<file path="src/rtl/trojan_chk_pkg.sv">
// Shared constants, FSM encoding and golden/MISR functions for the vector checker.
package trojan_chk_pkg;

    localparam int unsigned MISR_W   = 4;
    localparam int unsigned IDX_W    = 3;
    localparam int unsigned NUM_VEC  = 8;
    localparam int unsigned CNT_W    = 4;
    localparam int unsigned SETTLE_W = 4;

    // x^4+x^3+1: rotate left, with s3 also folded back into bit 3
    localparam logic [MISR_W-1:0] MISR_FB_MASK = 4'b1000;

    localparam int unsigned RESP_E = 3;
    localparam int unsigned RESP_F = 2;
    localparam int unsigned RESP_G = 1;
    localparam int unsigned RESP_H = 0;

    typedef enum logic [1:0] {
        ST_IDLE    = 2'd0,
        ST_APPLY   = 2'd1,
        ST_CAPTURE = 2'd2,
        ST_FINISH  = 2'd3
    } state_t;

    // Expected {E,F,G,H} for vector idx = {A,B,C}
    function automatic logic [MISR_W-1:0] golden_resp(input logic [IDX_W-1:0] idx);
        logic a, b, c;
        logic [MISR_W-1:0] r;
        a = idx[2];
        b = idx[1];
        c = idx[0];
        r         = '0;
        r[RESP_E] = a & b;
        r[RESP_F] = a | c;
        r[RESP_G] = ~c;
        r[RESP_H] = a & b & c;
        return r;
    endfunction

    function automatic logic [MISR_W-1:0] misr_step(input logic [MISR_W-1:0] s,
                                                    input logic [MISR_W-1:0] r);
        return {s[MISR_W-2:0], s[MISR_W-1]} ^ (MISR_FB_MASK & {MISR_W{s[MISR_W-1]}}) ^ r;
    endfunction

endpackage

</file>
<file path="src/rtl/trojan_vector_checker_misr4.sv">
// 4-bit MISR compacting captured responses; reset and load both restore the seed.
module misr4
    import trojan_chk_pkg::*;
(
    input  logic              clk,
    input  logic              rst,
    input  logic              load,
    input  logic [MISR_W-1:0] seed,
    input  logic              en,
    input  logic [MISR_W-1:0] r,
    output logic [MISR_W-1:0] sig
);

    logic [MISR_W-1:0] r_sig;

    always_ff @(posedge clk) begin
        if (rst || load) begin
            r_sig <= seed;
        end else if (en) begin
            r_sig <= misr_step(r_sig, r);
        end
    end

    assign sig = r_sig;

endmodule

</file>
<file path="config.mk">
export PLATFORM = sky130hd
export DESIGN_NAME = misr4
export DESIGN_NICKNAME = d
export VERILOG_FILES = /design/src/rtl/trojan_chk_pkg.sv /design/src/rtl/trojan_vector_checker_misr4.sv
export SDC_FILE = /design/constraint.sdc
export NUM_CORES = 1
export LEC_CHECK = 0
export BUFFER_PORTS_ARGS = -buffer_cell sky130_fd_sc_hd__buf_2
export CAP_MARGIN = 20
export CORE_AREA = 2 2 39 41
export CTS_BUF_LIST = sky130_fd_sc_hd__clkbuf_2
export CTS_CLUSTER_DIAMETER = 60
export CTS_CLUSTER_SIZE = 8
export DETAILED_ROUTE_END_ITERATION = 10
export DIE_AREA = 0 0 41 43
export SYNTH_ARGS = -nofsm -noshare
export SYNTH_HDL_FRONTEND = slang
export SYNTH_SLANG_ARGS = --single-unit
</file>
<file path="constraint.sdc">
create_clock -name clk -period 1.3 [get_ports clk]
set_input_delay 0.13 -clock clk [delete_from_list [all_inputs] [get_ports clk]]
set_output_delay 0.13 -clock clk [all_outputs]
set_load 0.05 [all_outputs]
</file>
======== Word level (Yosys, flattened, before mapping) ========
Cells that the tools add are included.
word-level totals
  flip-flop bits (word level) ............. 4
  input port bits ......................... 12
  output and inout port bits .............. 4
  logic and storage cells ................. 7
operators by class
  mux-type cells .......................... 2
  bitwise gates (word level) .............. 2
  reductions and logical operators ........ 2
operator list
  kind                number
  4-bit 2-to-1 mux    2
  4-bit XOR           2
  2-bit nonzero test  1
  1-bit logical OR    1

======== Longest topological paths before layout ========
Gate-level depths: netlist of run 1.
  depth in word-level cells ............... 4
  depth in mapped cells ................... 2
  mapped depth without buffers ............ 2

======== Least setup slack after synthesis of run 1 ========
OpenSTA, ideal clock, no wires.
  path kind ............................... reg-to-reg
  start ................................... register r_sig[3] (netlist: sig[3])
  end ..................................... register r_sig[3] (netlist: sig[3]), data pin
  library setup time ...................... 145 ps
  arrival time ............................ 1,231 ps
  data required time ...................... 1,155 ps
  setup slack ............................. -76 ps
  cell stages (with the launch flop) ...... 3
  path buffers ............................ 0
  period minus slack after synthesis ...... 1,376 ps
  cell sequence ........................... edfxtp_1 -> xnor3_1 -> o21ai_1
between the ends
  word-level cells in the longest chain between the ends .. 4
ends and longest elaborated chain
  element                   line                               text
  start: declaration        trojan_vector_checker_misr4.sv:14  logic [MISR_W-1:0] r_sig;
  start signal: assignment  trojan_vector_checker_misr4.sv:20  r_sig <= misr_step(r_sig, r);
  4-bit XOR (2 in a row)    trojan_chk_pkg.sv:42               return {s[MISR_W-2:0], s[MISR_W-1]} ^ (MISR_FB_MASK & {MISR_W{s[MISR_W-1]}}) ^ r;
  4-bit 2-to-1 mux          trojan_vector_checker_misr4.sv:19  end else if (en) begin
  4-bit 2-to-1 mux          trojan_vector_checker_misr4.sv:17  if (rst || load) begin
No other way between the ends. The select of a mux whose other input is x is not followed.
A chain may end at the register's enable or synchronous reset.

======== Worst setup path in the final report of run 1 ========
  start ................................... register r_sig[3] (netlist: sig[3])
  end ..................................... output port sig[3]
RTL lines
  element           line                               text
  end: declaration  trojan_vector_checker_misr4.sv:11  output logic [MISR_W-1:0] sig
No word-level cell between the ends.

==> results of run 1 <==
cells in the mapped netlist:
library cell,instances,area share
o21ai_1,1,0.023
xnor3_1,1,0.10
or2_2,1,0.028
xnor2_1,3,0.12
edfxtp_1,4,0.54
o21ai_0,7,0.16
or3_1,1,0.028
routing by layer:
metal / up-vias / GRT usage
li1: 104 / -
met1: 71 / 0.0954
met2: 18 / 0.0531
met3: 4 / 0.0628
met4: 0 / 0.0600
met5: - / 0
cell usage in the layout (no fill, tap or decap):
cell type / Yosys / routed
o21ai_1: 1 / 1
o21ai_0: 7 / 7
clkbuf_2: 0 / 3
or3_1: 1 / 1
edfxtp_1: 4 / 4
xnor3_1: 1 / 1
buf_2: 0 / 15
or2_2: 1 / 1
xnor2_1: 3 / 3
path summary, 6_finish.rpt:
| path | end | depth (start not counted) | startpoint | slack [ns] |
|---|---|---|---|---|
| worst min register to register | sig[2]$_DFFE_PP_ | 2 | sig[1]$_DFFE_PP_ | 0.66 |
| worst min-delay path | sig[3]$_DFFE_PP_ | 3 | seed[3] | 0.24 |
| worst max register to register | sig[3]$_DFFE_PP_ | 2 | sig[2]$_DFFE_PP_ | 0.30 |
| worst max-delay path | sig[3] | 1 | sig[3]$_DFFE_PP_ | 0.28 |
area by class of cell:
type	count	area, um^2
flip-flops and latches	4	120
clock buffers	3	15.0
fillers	151	1050
well taps	16	20.0
repair buffers	15	75.1
multi-input cells	14	101
per-stage QoR:
step | cells | hold WS [ns]
after global routing | 52 | 0.252
after global placement | 49 | 0.451
final | 52 | 0.239
after floorplan | 18 | 0.339
after CTS | 52 | 0.234
after detailed placement | 49 | 0.451
logic make-up (layout without fill, tap and decap cells):
family          Yosys count  in the layout
flops                     4              4
compound gates            8              8
buf+inv                   0             18
xor+xnor                  4              4
simple gates              2              2
report_power, final:
group	internal, mW	leakage, nW	switching, mW	total, mW
Clock	0.0620	0.0125	0.0501	0.112
Sequential	0.161	0.0423	0.00994	0.171
Combinational	0.0474	0.0939	0.0780	0.125
Total	0.270	0.149	0.138	0.408
==> summary.txt, run 1 <==
Final nets -> 50
Min-delay worst type -> in -> reg
Htree depth -> 1
DR pass1 iterations -> 2
Post-CTS setup buffer count -> 0
Die area -> 1760 um^2
CP Buf/Inv Count -> 1
WL met3 -> 73 um
Largest net degree at the start of global routing -> 7
Routed WL -> 474 um
Placed inst area -> 317 um^2
Maximum root-to-sink buffer count -> 2
GPL Wtd Cong -> 0.767
WP data required -> 1.17 ns
LEAKAGE -> 0.149 nW
Max Clock Freq -> 0.984 GHz
Number of port buffers -> 15
Core area -> 1380 um^2
Worst-path fanout max -> 3
Setup Viol. Count Final -> 0
Cell Area, Synth -> 221 um^2
Syn-to-layout area delta -> 49.7%
Initial antenna violation count -> 0
M1 WL -> 268 um
CTS Sinks -> 4
Top-Level Pins -> 16
Final std cell area, no fill -> 332 um^2
Critical path, cell by cell -> buf_2
Crit Path Class -> reg -> out
Slew Viols, Final -> 0
Worst slew margin -> 0.831
Die width -> 41 um
CTS tree -> built
Global-route wire length before repair -> 690 um
Unrepaired setup endpoints after global routing -> no
YS warnings -> 0
Max reg flops -> 4
Average routed wire per standard cell -> 9.12 um
Critical Path Start Type -> flip-flop
Post-route ant nets -> 0
Initial core utilization -> 0.160
Number of CTS-inserted buffers -> 3
Total power -> 0.408 mW
Simple-Gate Fraction of Synth Area -> 0.0565
Clock Skew -> 0.00623 ns
Fin. Hold Viols -> 0
Top delay family on crit path -> flip-flops
Vias in the first global route -> 175
Pre-CTS setup slack -> 0.312 ns
Worst setup margin -> 0.284 ns
Fin crit share -> 0.782
Metal2 WL -> 112 um
Netlist cell types -> 7
Root Driver -> clkbuf_2
Post-synthesis xor/xnor area fraction -> 0.220
Power Dens Cells -> 1230 nW/um^2
Average instance area after synthesis -> 12.3 um^2
Die Y -> 43 um
Worst stage delay on the critical path -> 0.39 ns
Top sig layer -> met4
GRT Util Overall -> 0.0677
Post-synthesis compound-gate area fraction -> 0.181
Remaining global-route overflow -> 0
Clock transition at path regs -> 0.05 ns
Later-pin clock latency in the skew report -> 0.21 ns
Hold buffers post-CTS -> 0
Mapped Cells -> 18
Register area share after synthesis -> 0.542
Initial drt markers -> 2
Final setup TNS -> 0 ns
DRC -> 0
Final Util -> 0.240
Post_cts resized -> 0
Cell Rows -> 14
DR vias -> 197
Worst VDD drop -> 0.342 mV
Syn Nets -> 30
Multiplexer share of the synthesized area -> 0
Crit path arrival time -> 0.89 ns
Largest family of logic cells by synthesized area -> XOR/XNOR gates
Adder-cell area share of the yosys netlist -> 0
Run status -> finished, final reports clean
Minimum clock period -> 1.02 ns
Post-DR vias/cell -> 3.79
Yosys reg bits -> 4
Worst slew pin tran -> 0.255 ns
Critical path capture point type -> output pin
Critical Path Slowest Stage Cell -> edfxtp_1
# diodes -> 0
Max cap viols -> 0
Share of layout cells above drive strength 1 -> 0.528
Power figures use the tool's default switching activity.
==> inputs of run 2 (changes only) <==
--- a/config.mk
+++ b/config.mk
@@ -5,6 +5,7 @@
 export SDC_FILE = /design/constraint.sdc
 export NUM_CORES = 1
 export LEC_CHECK = 0
+export ABC_AREA = 1
 export BUFFER_PORTS_ARGS = -buffer_cell sky130_fd_sc_hd__buf_2
 export CAP_MARGIN = 20
 export CORE_AREA = 2 2 39 41
==> constraint.sdc (replaced) <==
create_clock -name clk -period 0.9 [get_ports clk]
set_input_delay 0.09 -clock clk [delete_from_list [all_inputs] [get_ports clk]]
set_output_delay 0.09 -clock clk [all_outputs]
set_load 0.05 [all_outputs]
==> summary.txt, run 2 <==
Run status -> finished with violations
Failing checks -> negative setup slack
Vias in the first global route -> 229
Flop2flop setup slack -> -0.08 ns
Placed inst area -> 343 um^2
Worst slew pin tran -> 0.178 ns
Initial drt markers -> 0
Min-delay worst type -> in -> reg
Clock Skew -> 0.00264 ns
Minimum clock period -> 1.00 ns
Commonest non-fill, non-tap cell in the layout -> buf_2
Cell Area, Synth -> 233 um^2
Yosys reg bits -> 4
DRC -> 0
Slew Viols, Final -> 0
DR vias -> 235
Later-pin clock latency in the skew report -> 0.21 ns
WP data required -> 0.81 ns
Post-synthesis compound-gate area fraction -> 0.0645
Worst slew margin -> 0.881
Adder-cell area share of the yosys netlist -> 0
Max Clock Freq -> 0.997 GHz
Post-route insts no fill -> 64
Global-route wire length before repair -> 828 um
Cell Rows -> 14
Worst setup margin -> -0.103 ns
Crit path arrival time -> 0.91 ns
R2R cell count -> 3
Average routed wire per standard cell -> 7.91 um
Cells taking the most area after synthesis -> edfxtp_1 52%, nand2_1 15%, xnor2_1 11%
RR Endpoint -> sig[0]$_DFFE_PP_
Fin crit share -> 1.11
Die width -> 41 um
Initial core utilization -> 0.168
Average instance area after synthesis -> 8.62 um^2
Count leader, synth -> nand2_1
# diodes -> 0
Routed WL -> 506 um
Remaining global-route overflow -> 0
Synth top cells by count -> 9 x nand2_1, 4 x edfxtp_1, 3 x inv_1, 3 x o21ai_0, 3 x xnor2_1
WHS -> 0.164 ns
CP endpoint -> sig[3]
Worst VDD drop -> 0.494 mV
Initial antenna violation count -> 0
Share of the synthesized area in the top cell type -> 0.516
Multiplexer share of the synthesized area -> 0
Maximum root-to-sink buffer count -> 2
Core area -> 1380 um^2
Syn-to-layout area delta -> 72.6%
Number of port buffers -> 15
Setup Viol. Count Final -> 5
Number of CTS-inserted buffers -> 3
DP Wirelength -> 393 um
Htree depth -> 1
Max reg flops -> 4
Fin. Hold Viols -> 0
Critical path capture point type -> output pin
Ys flop type -> edfxtp_1
Die area -> 1760 um^2
Multi-input logic area -> 105 um^2
Reg2reg start -> sig[3]$_DFFE_PP_
Register area -> 120 um^2
Largest net degree at the start of global routing -> 5
GPL Wtd Cong -> 0.641
Total power -> 0.636 mW
Mapped Cells -> 27
Post-synth EDFFs -> 4
Simple-Gate Fraction of Synth Area -> 0.242
GRT Util Overall -> 0.0777
Critical Path Start Type -> flip-flop
Register area share after synthesis -> 0.516
Unrepaired setup endpoints after global routing -> yes
LEAKAGE -> 0.204 nW
Post-route ant nets -> 0
Final std cell area, no fill -> 402 um^2
FILL cells -> 157
Post-synthesis xor/xnor area fraction -> 0.113
Root Driver -> clkbuf_2
Top-Level Pins -> 16
Crit Path Class -> reg -> out
Most frequent cells in the layout -> 11 x buf_2, 9 x nand2_1, 4 x edfxtp_1
Final nets -> 62
Post-DR vias/cell -> 3.67
Largest family of logic cells by synthesized area -> simple AND/OR/NAND/NOR gates
CTS tree -> built
Syn Nets -> 39
FFs w/ async S/R, synth -> 0
Hold buffers post-CTS -> 0
Clock transition at path regs -> 0.05 ns
Crit path from -> sig[3]$_DFFE_PP_
Max cap viols -> 0
Worst-path fanout max -> 3
Die Y -> 43 um
Final Util -> 0.290
Power Dens Cells -> 1580 nW/um^2
DR pass1 iterations -> 1
Post-Place Cells -> 60
Share of layout cells above drive strength 1 -> 0.500
YS warnings -> 0
Post-synth top area cell -> edfxtp_1
Netlist cell types -> 9
CTS Sinks -> 4
==> run 2: cells by family after synthesis <==
| family | after synthesis |
|---|---|
| simple gates | 13 |
| flops | 4 |
| buf+inv | 4 |
| compound gates | 3 |
| xor+xnor | 3 |
==> run 2: stage by stage <==
step	worst slack [ns]	TNS, ns
2_1_floorplan	-0.360	-1.10
3_3_place_gp	-0.106	-0.250
3_5_place_dp	-0.117	-0.279
4_1_cts	-0.115	-0.305
5_1_grt	-0.159	-0.624
6_report	-0.103	-0.277
==> run 2: worst min-delay path by stage <==
stage	start	cells after the start	endpoint	slack [ns]
after floorplan	seed[3]	2	sig[3]$_DFFE_PP_	0.28
after global placement	seed[3]	3	sig[3]$_DFFE_PP_	0.37
after detailed placement	seed[3]	3	sig[3]$_DFFE_PP_	0.38
after CTS	seed[3]	3	sig[3]$_DFFE_PP_	0.15
after global routing	seed[3]	3	sig[3]$_DFFE_PP_	0.16
final	seed[3]	3	sig[3]$_DFFE_PP_	0.16
==> run 2: layout make-up <==
| class | count | share of cell area |
|---|---|---|
| multi-input cells | 19 | 0.262 |
| repair buffers | 18 | 0.315 |
| well taps | 16 | 0.0498 |
| clock buffers | 3 | 0.0374 |
| inverters | 4 | 0.0374 |
| flip-flops and latches | 4 | 0.299 |
==> run 2: repair_timing <==
action / 4_1_cts / 5_1_grt
setup buffers: 0 / 1
setup endpoints to repair: 6 / 8
gates resized for setup: 6 / 8
pin swaps: 1 / 0
==> run 2: routing by layer <==
metal | share of wire | GRT usage | vias to the layer above | wire length [um]
met5 | 0 | 0 | - | 0
met4 | 0.012 | 0.0600 | 0 | 6
met3 | 0.11 | 0.0628 | 2 | 55
met2 | 0.43 | 0.100 | 10 | 217
met1 | 0.45 | 0.0784 | 94 | 226
li1 | - | - | 129 | -
==> run 2: where the power goes <==
group	leakage (nW)	switching [mW]	total, mW	internal [mW]
Clock	0.0125	0.0739	0.164	0.0897
Sequential	0.0422	0.0157	0.247	0.231
Combinational	0.150	0.124	0.225	0.101
Total	0.204	0.214	0.636	0.422
==> run 2: worst max-delay path, stage by stage (launching register included) <==
cell      delay, ns
edfxtp_1       0.41
buf_6          0.15
buf_8          0.14
==> inputs of run 3 (changes only) <==
--- a/config.mk
+++ b/config.mk
@@ -5,7 +5,6 @@
 export SDC_FILE = /design/constraint.sdc
 export NUM_CORES = 1
 export LEC_CHECK = 0
-export ABC_AREA = 1
 export BUFFER_PORTS_ARGS = -buffer_cell sky130_fd_sc_hd__buf_2
 export CAP_MARGIN = 20
 export CORE_AREA = 2 2 39 41
==> summary.txt, run 3 (same netlist as run 1, synthesis figures left out) <==
Max reg flops -> 4
Top-Level Pins -> 16
Die width -> 41 um
DR vias -> 222
Number of CTS-inserted buffers -> 3
Critical path capture point type -> flip-flop
GPL Wtd Cong -> 0.779
Remaining global-route overflow -> 0
LEAKAGE -> 0.187 nW
Slew Viols, Final -> 0
GRT Util Overall -> 0.0688
Routed WL -> 536 um
Post-DR vias/cell -> 3.89
Clock Skew -> 0.000487 ns
Final std cell area, no fill -> 405 um^2
Final nets -> 55
Worst slew margin -> 0.889
Average routed wire per standard cell -> 9.40 um
Most frequent cells in the layout -> 11 x buf_2, 5 x buf_6
Global-route wire length before repair -> 724 um
DR pass1 iterations -> 4
Root Driver -> clkbuf_2
Worst VDD drop -> 0.398 mV
Worst setup margin -> -0.120 ns
DRC -> 0
Worst stage delay on the critical path -> 0.39 ns
Crit Path Class -> reg -> reg
Run status -> finished with violations
Initial core utilization -> 0.160
Unrepaired setup endpoints after global routing -> yes
Pre-CTS setup slack -> -0.0954 ns
Largest net degree at the start of global routing -> 5
Die area -> 1760 um^2
Post-route ant nets -> 0
Max cap viols -> 0
Fin. Hold Viols -> 0
Core area -> 1380 um^2
Max Clock Freq -> 0.980 GHz
Critical path, cell by cell -> buf_6 -> xnor3_1 -> o21ai_1
Placed inst area -> 347 um^2
Syn-to-layout area delta -> 83.1%
Maximum root-to-sink buffer count -> 2
Initial drt markers -> 5
Hold buffers post-CTS -> 0
Setup Viol. Count Final -> 7
Cell Rows -> 14
Commonest non-fill, non-tap cell in the layout -> buf_2
# diodes -> 0
Clock transition at path regs -> 0.04 ns
CTS tree -> built
Share of layout cells above drive strength 1 -> 0.610
Worst-path fanout max -> 2
Number of port buffers -> 15
CTS Sinks -> 4
Crit path arrival time -> 0.97 ns
Failing checks -> negative setup slack
Vias in the first global route -> 194
Min-delay worst type -> in -> reg
Die Y -> 43 um
WP data required -> 0.85 ns
Htree depth -> 1
Worst slew pin tran -> 0.165 ns
Minimum clock period -> 1.02 ns
Initial antenna violation count -> 0
Critical Path Start Type -> flip-flop
Final setup TNS -> -0.415 ns
Fin crit share -> 1.13
Critical Path Slowest Stage Cell -> edfxtp_1
Later-pin clock latency in the skew report -> 0.20 ns
Power Dens Cells -> 1610 nW/um^2
[run 3: cell types whose count changed in the layout (fill, tap and decap cells not counted), sizes merged]
cell   delta
buf       +2
inv       -4
nand2     -9
nand3     -2
nor2      -1
o21ai     +5
or3       +1
xnor3     +1
[run 3: layer usage]
metal	part of all wire	track usage	routed length, um	up-vias
li1	-	-	-	115
met1	0.44	0.0822	238	87
met2	0.39	0.0750	210	18
met4	0.024	0.0800	13	0
met5	0	0	0	-
met3	0.14	0.0366	73	2
[run 3: metrics by stage]
stage / cells / hold WS (ns) / util / power [mW]
floorplan: 18 / 0.299 / - / 0.374
global placement: 53 / 0.408 / 0.250 / 0.449
detailed placement: 53 / 0.410 / 0.250 / 0.450
CTS: 57 / 0.201 / 0.288 / 0.660
global route: 57 / 0.237 / 0.293 / 0.693
finish: 57 / 0.214 / 0.293 / 0.654
[run 3: path summary, 6_finish.rpt]
path                    start               end  slack [ns]  depth (start not counted)
max          sig[3]$_DFFE_PP_  sig[3]$_DFFE_PP_       -0.12                          3
max reg2reg  sig[3]$_DFFE_PP_  sig[3]$_DFFE_PP_       -0.12                          3
min reg2reg  sig[0]$_DFFE_PP_  sig[1]$_DFFE_PP_        0.69                          2
min                   seed[2]  sig[2]$_DFFE_PP_        0.21                          3
[run 3: timing repair]
item,4_1_cts,5_1_grt
gates resized for setup,12,1
buffers inserted,1,0
hold endpoints to repair,0,0
endpoints found under the setup margin,8,8
[run 3: final cells by class]
| cell class | count | area, um^2 |
|---|---|---|
| repair buffers | 20 | 141 |
| clock buffers | 3 | 15.0 |
| fillers | 150 | 978 |
| well taps | 16 | 20.0 |
| flip-flops and latches | 4 | 120 |
| multi-input cells | 14 | 109 |
[run 3: where the power goes]
| group | internal (mW) | switching [mW] |
|---|---|---|
| clock network | 0.0895 | 0.0670 |
| logic | 0.125 | 0.124 |
| registers | 0.232 | 0.0167 |
| total | 0.447 | 0.208 |
[run 3: critical path: cells and delay by family, from the launching register on]
family          cells  cell delay, ns
xor+xnor            1            0.18
compound gates      1            0.05
buf+inv             1            0.14
flops               1            0.39
